<file path="config.mk">
export PLATFORM = sky130hd
export DESIGN_NAME = icache_flat
export DESIGN_NICKNAME = d
export VERILOG_FILES = /design/src/rtl/icache_if.sv /design/src/rtl/icache.sv /design/src/flat_wrapper.sv
export SDC_FILE = /design/constraint.sdc
export NUM_CORES = 1
export LEC_CHECK = 0
export CAP_MARGIN = 20
export CORE_MARGIN = 5
export CORE_UTILIZATION = 60
export DETAILED_ROUTE_END_ITERATION = 6
export MAX_ROUTING_LAYER = met4
export PLACE_DENSITY = 0.78
export SYNTH_ARGS = -nofsm -noshare
export SYNTH_HDL_FRONTEND = slang
export SYNTH_SLANG_ARGS = --single-unit
</file>
<file path="constraint.sdc">
create_clock -name CLK -period 10 [get_ports CLK]
set_input_delay 2 -clock CLK [delete_from_list [all_inputs] [get_ports CLK]]
set_output_delay 2 -clock CLK [all_outputs]
set_load 0.05 [all_outputs]
</file>
<file path="src/rtl/icache_if.sv">
// rtl/icache_if.sv - fetch-port and memory-port bundle for the instruction cache
interface icache_if;
    logic        imemREN;
    logic [31:0] imemaddr;
    logic        ihit;
    logic [31:0] imemload;
    logic        iREN;
    logic [31:0] iaddr;
    logic        iwait;
    logic [31:0] iload;

    // Bench/datapath+memory side
    modport master (
        output imemREN, imemaddr, iwait, iload,
        input  ihit, imemload, iREN, iaddr
    );

    // Cache side
    modport slave (
        input  imemREN, imemaddr, iwait, iload,
        output ihit, imemload, iREN, iaddr
    );
endinterface

</file>
<file path="src/rtl/icache.sv">
// rtl/icache.sv - direct-mapped read-only instruction cache, one word per block
// Optional hit/miss counters enabled by defining ICACHE_STATS_EN.
module icache #(
    parameter int SETS = 16
) (
    input  logic        CLK,
    input  logic        nRST,
    icache_if.slave     cif
`ifdef ICACHE_STATS_EN
    ,
    output logic [31:0] hit_count,
    output logic [31:0] miss_count
`endif
);
    localparam int IDX_W = $clog2(SETS);
    localparam int TAG_W = 30 - IDX_W;

    typedef enum logic {IDLE, FETCH} state_t;

    state_t            state, next_state;
    logic [SETS-1:0]   valid;
    logic [TAG_W-1:0]  tags [SETS];
    logic [31:0]       data [SETS];
    logic [31:0]       maddr, next_maddr;

    logic [IDX_W-1:0]  idx, fidx;
    logic [TAG_W-1:0]  rtag, ftag;
    logic              hit, fill, miss_start;

    assign idx  = cif.imemaddr[IDX_W+1:2];
    assign rtag = cif.imemaddr[31:IDX_W+2];
    assign fidx = maddr[IDX_W+1:2];
    assign ftag = maddr[31:IDX_W+2];

    assign hit  = cif.imemREN & valid[idx] & (tags[idx] == rtag);

    always_ff @(posedge CLK or negedge nRST) begin
        if (!nRST) begin
            state <= IDLE;
            maddr <= 32'h0;
        end else begin
            state <= next_state;
            maddr <= next_maddr;
        end
    end

    always_comb begin
        next_state   = state;
        next_maddr   = maddr;
        cif.ihit     = 1'b0;
        cif.imemload = 32'h0;
        cif.iREN     = 1'b0;
        cif.iaddr    = 32'h0;
        fill         = 1'b0;
        miss_start   = 1'b0;
        case (state)
            IDLE: begin
                if (hit) begin
                    cif.ihit     = 1'b1;
                    cif.imemload = data[idx];
                end else if (cif.imemREN) begin
                    miss_start = 1'b1;
                    next_state = FETCH;
                    next_maddr = {cif.imemaddr[31:2], 2'b00};
                end
            end
            FETCH: begin
                cif.iREN  = 1'b1;
                cif.iaddr = maddr;
                if (!cif.iwait) begin
                    fill       = 1'b1;
                    next_state = IDLE;
                end
            end
            default: next_state = IDLE;
        endcase
    end

    always_ff @(posedge CLK or negedge nRST) begin
        if (!nRST) begin
            valid <= '0;
        end else if (fill) begin
            valid[fidx] <= 1'b1;
        end
    end

    // Tag/data need no reset: they are ignored while the frame's valid bit is clear.
    always_ff @(posedge CLK) begin
        if (fill) begin
            tags[fidx] <= ftag;
            data[fidx] <= cif.iload;
        end
    end

`ifdef ICACHE_STATS_EN
    always_ff @(posedge CLK or negedge nRST) begin
        if (!nRST) begin
            hit_count  <= 32'h0;
            miss_count <= 32'h0;
        end else begin
            if (cif.ihit)  hit_count  <= hit_count + 32'd1;
            if (miss_start) miss_count <= miss_count + 32'd1;
        end
    end
`endif
endmodule

</file>
<file path="src/flat_wrapper.sv">
// flat-port wrapper written by rule: the top's interface ports become plain ports
module icache_flat 
#(
    parameter int SETS = 16
)
  (CLK, nRST, cif_imemREN, cif_imemaddr, cif_iwait, cif_iload, cif_ihit, cif_imemload, cif_iREN, cif_iaddr);
  icache_if cif_i ();
  input  logic CLK;
  input  logic nRST;
  input wire logic [$bits(cif_i.imemREN)-1:0] cif_imemREN;
  input wire logic [$bits(cif_i.imemaddr)-1:0] cif_imemaddr;
  input wire logic [$bits(cif_i.iwait)-1:0] cif_iwait;
  input wire logic [$bits(cif_i.iload)-1:0] cif_iload;
  output wire logic [$bits(cif_i.ihit)-1:0] cif_ihit;
  output wire logic [$bits(cif_i.imemload)-1:0] cif_imemload;
  output wire logic [$bits(cif_i.iREN)-1:0] cif_iREN;
  output wire logic [$bits(cif_i.iaddr)-1:0] cif_iaddr;
  assign cif_i.imemREN = cif_imemREN;
  assign cif_i.imemaddr = cif_imemaddr;
  assign cif_i.iwait = cif_iwait;
  assign cif_i.iload = cif_iload;
  assign cif_ihit = cif_i.ihit;
  assign cif_imemload = cif_i.imemload;
  assign cif_iREN = cif_i.iREN;
  assign cif_iaddr = cif_i.iaddr;
  icache #(.SETS(SETS)) u_core (.CLK(CLK), .nRST(nRST), .cif(cif_i));
endmodule
</file>
==> results.json <==
{
  "synthMuxAreaShare_pct": 16.03,
  "insertion_delay_ns": 0.66,
  "crit_top_cell": "mux2i_1",
  "cts_resized": 0,
  "hold_viol": 0,
  "worst_clock_skew_ns": 0.03583,
  "cp_slowest_stage_delay_ns": 0.84,
  "initial_core_util_pct": 60.44,
  "final_cell_mix": "928 x edfxtp_1, 240 x mux4_2, 124 x clkdlybuf4s50_1, 97 x clkbuf_16, 61 x and2_1",
  "place_inst": 2769,
  "synth_edf_count": 928,
  "syn_area_mm2": 0.03889,
  "hold_path.class": "flip-flop to flip-flop",
  "ys_seq_area_share_pct": 74.68,
  "ant_nets": 0,
  "powerDensity_mw_per_mm2": 208.6,
  "post_cts_buffers": 0,
  "rsz0062_at_grt": "false",
  "grt_pass1_wl_um": 137000,
  "finalCritPeriodShare_pct": 88.23,
  "status": "complete, no violations",
  "crit_path_cell_trace": "buf_2, clkinv_2, mux2i_1, mux2i_1, xnor2_1, o2111ai_1, nor3_4, nand4_4, buf_4, nor3b_1, clkdlybuf4s50_1",
  "root_buffer": "clkbuf_16",
  "synth_cell_types": 58,
  "synth_cells": 1856,
  "synthArstFlopShare_pct": 4.821,
  "synth_xor_xnor_area_share_pct": 0.8332,
  "core-area_mm2": 0.06435,
  "cp.arrival_ns": 6.82,
  "htreeDepth": 3,
  "grt_usage_pct": 27.24,
  "period_minus_slack_ns": 8.823,
  "antenna_found_initial": 1,
  "vdd_drop_max_mv": 0.1651,
  "synth_top_area_cell": "edfxtp_1",
  "syn2layout_area_growth_pct": 13.66,
  "wl_um": 92580,
  "end_kind": "output port",
  "grt_remaining_overflow": 0,
  "drc": 0,
  "worst_pin_slew_ns": 1.161,
  "dieArea_mm2": 0.07001,
  "cts.sinks": 975,
  "vias_per_cell": 6.795,
  "fillers": 3738,
  "slowest_stage": "clkdlybuf4s50_1",
  "crit_cells": 11,
  "seqPwrFrac_pct": 53.6,
  "cap_viol_max_count": 0,
  "cp.required_ns": 8.00,
  "clk_pin_slew_ns": 0.06,
  "clock_power_share_pct": 38.3,
  "vias": 20000,
  "place_congestion": 0.8634,
  "cp_num_buf_inv": 4,
  "grt_pass1_vias": 20420,
  "finalSetupViolations": 0,
  "drtIter0Drc": 2784,
  "dp_hpwl_um": 45670,
  "whs_path_depth": 1,
  "final_cell_count_no_fill": 2943,
  "crit_family": "buffers and inverters",
  "internal_power_mw": 7.077,
  "num_io_pins": 134,
  "die_h_um": 264.6,
  "cts_buffer_depth": 3,
  "worst-path-max-fanout": 35,
  "layout_commonest_cell": "edfxtp_1",
  "numCtsBuffers": 93,
  "synthSimpleGateAreaFrac_pct": 4.790,
  "fin_nets": 2080,
  "crit_type": "primary input to output port",
  "ys_warn_count": 0,
  "fin_tns_setup_ns": 0,
  "switching_share_pct": 23.23,
  "synth-compound-area-share_pct": 2.165,
  "pwr-share-comb_pct": 8.1,
  "ys_ff_latch": 975,
  "postSynthAreaPerCell_um2": 20.95,
  "leakage_nw": 14.01,
  "grt_max_degree": 90,
  "synth_top_family_by_area": "multiplexers",
  "fmax_mhz": 113.3,
  "slew_headroom_pct": 22.57,
  "yosys.area.top_type_share_pct": 71.65,
  "synth_fa_ha_area_share_pct": 0,
  "synth.area.top_cells": "edfxtp_1 72%, mux4_2 14%, dfrtp_1 3.0%",
  "drv_slew": 0,
  "numPortBuffers": 129,
  "cp-start-kind": "primary input",
  "die_w_um": 264.6,
  "firstDrtPassIters": 7,
  "synth_flop_cell": "edfxtp_1",
  "wire_per_inst_um": 31.46,
  "p_sw_mw": 2.142,
  "cts_tree": "built",
  "drive_gt1_share_pct": 24.82,
  "cts-hold-fix-buffers": 0,
  "worst-r2r-cell-count": 4,
  "rows": 93
}
[flip-flops by register name (all words and copies together), names as in the netlist]
name and cells:
u_core.data 512, u_core.valid 16, u_core.tags 416, u_core.maddr 30
u_core.state 1
[final cells by class]
| type | instances | area (um^2) | share of cell area [%] |
|---|---|---|---|
| Tap cell | 855 | 1070 | 2.420 |
| Timing Repair Buffer | 171 | 1644 | 3.719 |
| Sequential cell | 975 | 29050 | 65.71 |
| Clock inverter | 56 | 536.8 | 1.214 |
| Inverter | 2 | 8.758 | 0.01981 |
| Antenna cell | 1 | 2.502 | 0.005661 |
| Clock buffer | 114 | 2501 | 5.658 |
| Multi-Input combinational cell | 769 | 9395 | 21.25 |
[routing by layer]
| layer | wire length, um | global-route usage [%] | vias to the layer above | part of all wire [%] |
|---|---|---|---|---|
| met3 | 8963 | 4.641 | 162 | 9.7 |
| met2 | 46600 | 43.93 | 1280 | 50 |
| met5 | 0 | - | - | 0 |
| met4 | 1986 | 6.336 | 0 | 2.1 |
| met1 | 35030 | 37.61 | 10520 | 38 |
| li1 | - | - | 8034 | - |
[cells in the mapped netlist (2+ instances only)]
cell       instances
a22oi_1           41
and2_1            61
a221oi_1          10
mux2i_1           49
nand2_1           24
o22ai_1           14
o21ai_0           30
a211oi_1           4
edfxtp_1         928
xnor2_1           21
buf_4             18
mux4_2           240
o211ai_1           3
nand3_1           43
nand2b_1          11
nand4_1           32
buf_1             12
nor3b_2           29
mux2_2            30
nor4_1             7
a22o_1             2
nor2_1            23
o21ai_1            4
a2111oi_0          2
nor3_1             7
dfrtp_1           47
buf_2             25
buf_6              8
or3_1              4
or2_2             16
and4b_1            2
inv_1              2
clkbuf_1          48
nor2b_1           16
xor2_1            16
nor3b_1            5
[logic make-up after synthesis]
logic type,count (synthesis)
DFF,975
muxes,319
and+or+nand+nor,289
AOI/OAI and AO/OA,122
buffers and inverters,113
xor gates and xnor gates,37
other,1
[worst reg2reg max path, stage by stage, from the launching register on]
cell      delay [ns]
dfrtp_4         1.11
nand2b_1        0.16
or3_1           0.51
nor2_4          0.90
buf_4           0.76
[worst paths after layout]
path | slack (ns) | from | end
min in group asynchronous | 1.47 | nRST | u_core.maddr[18]$_DFFE_PN0P_
max in group asynchronous | 8.04 | nRST | u_core.state$_DFF_PN0_
max | 1.18 | cif_imemaddr[5] | cif_imemload[31]
min reg2reg | 0.47 | u_core.valid[15]$_DFFE_PN0P_ | u_core.valid[15]$_DFFE_PN0P_
min | 0.47 | u_core.valid[15]$_DFFE_PN0P_ | u_core.valid[15]$_DFFE_PN0P_
max reg2reg | 6.13 | u_core.state$_DFF_PN0_ | u_core.tags[12][21]$_DFFE_PP_
[power by group through the flow]
stage,Sequential [mW],Clock [mW],Combinational (mW)
2_1_floorplan,4.92,0,0.500
3_3_place_gp,4.99,0,0.721
3_5_place_dp,5.02,0,0.738
4_1_cts,4.94,3.57,0.746
5_1_grt,4.96,3.76,0.791
6_report,4.94,3.53,0.746
[through the flow]
stage          hold slack, ns  setup WS (ns)  total power [mW]  util, %  cell area (um^2)
6_report               0.4734          1.177             9.219    68.70             44200
4_1_cts                0.4732          1.211             9.255    68.60             44140
5_1_grt                0.4898          1.027             9.510    68.70             44200
3_3_place_gp           0.4454          1.334             5.709    63.88             41110
2_1_floorplan          0.4337          2.443             5.417        -             38900
3_5_place_dp           0.4525          1.289             5.754    63.88             41110
Note: power is estimated with default switching activity, not from simulation.
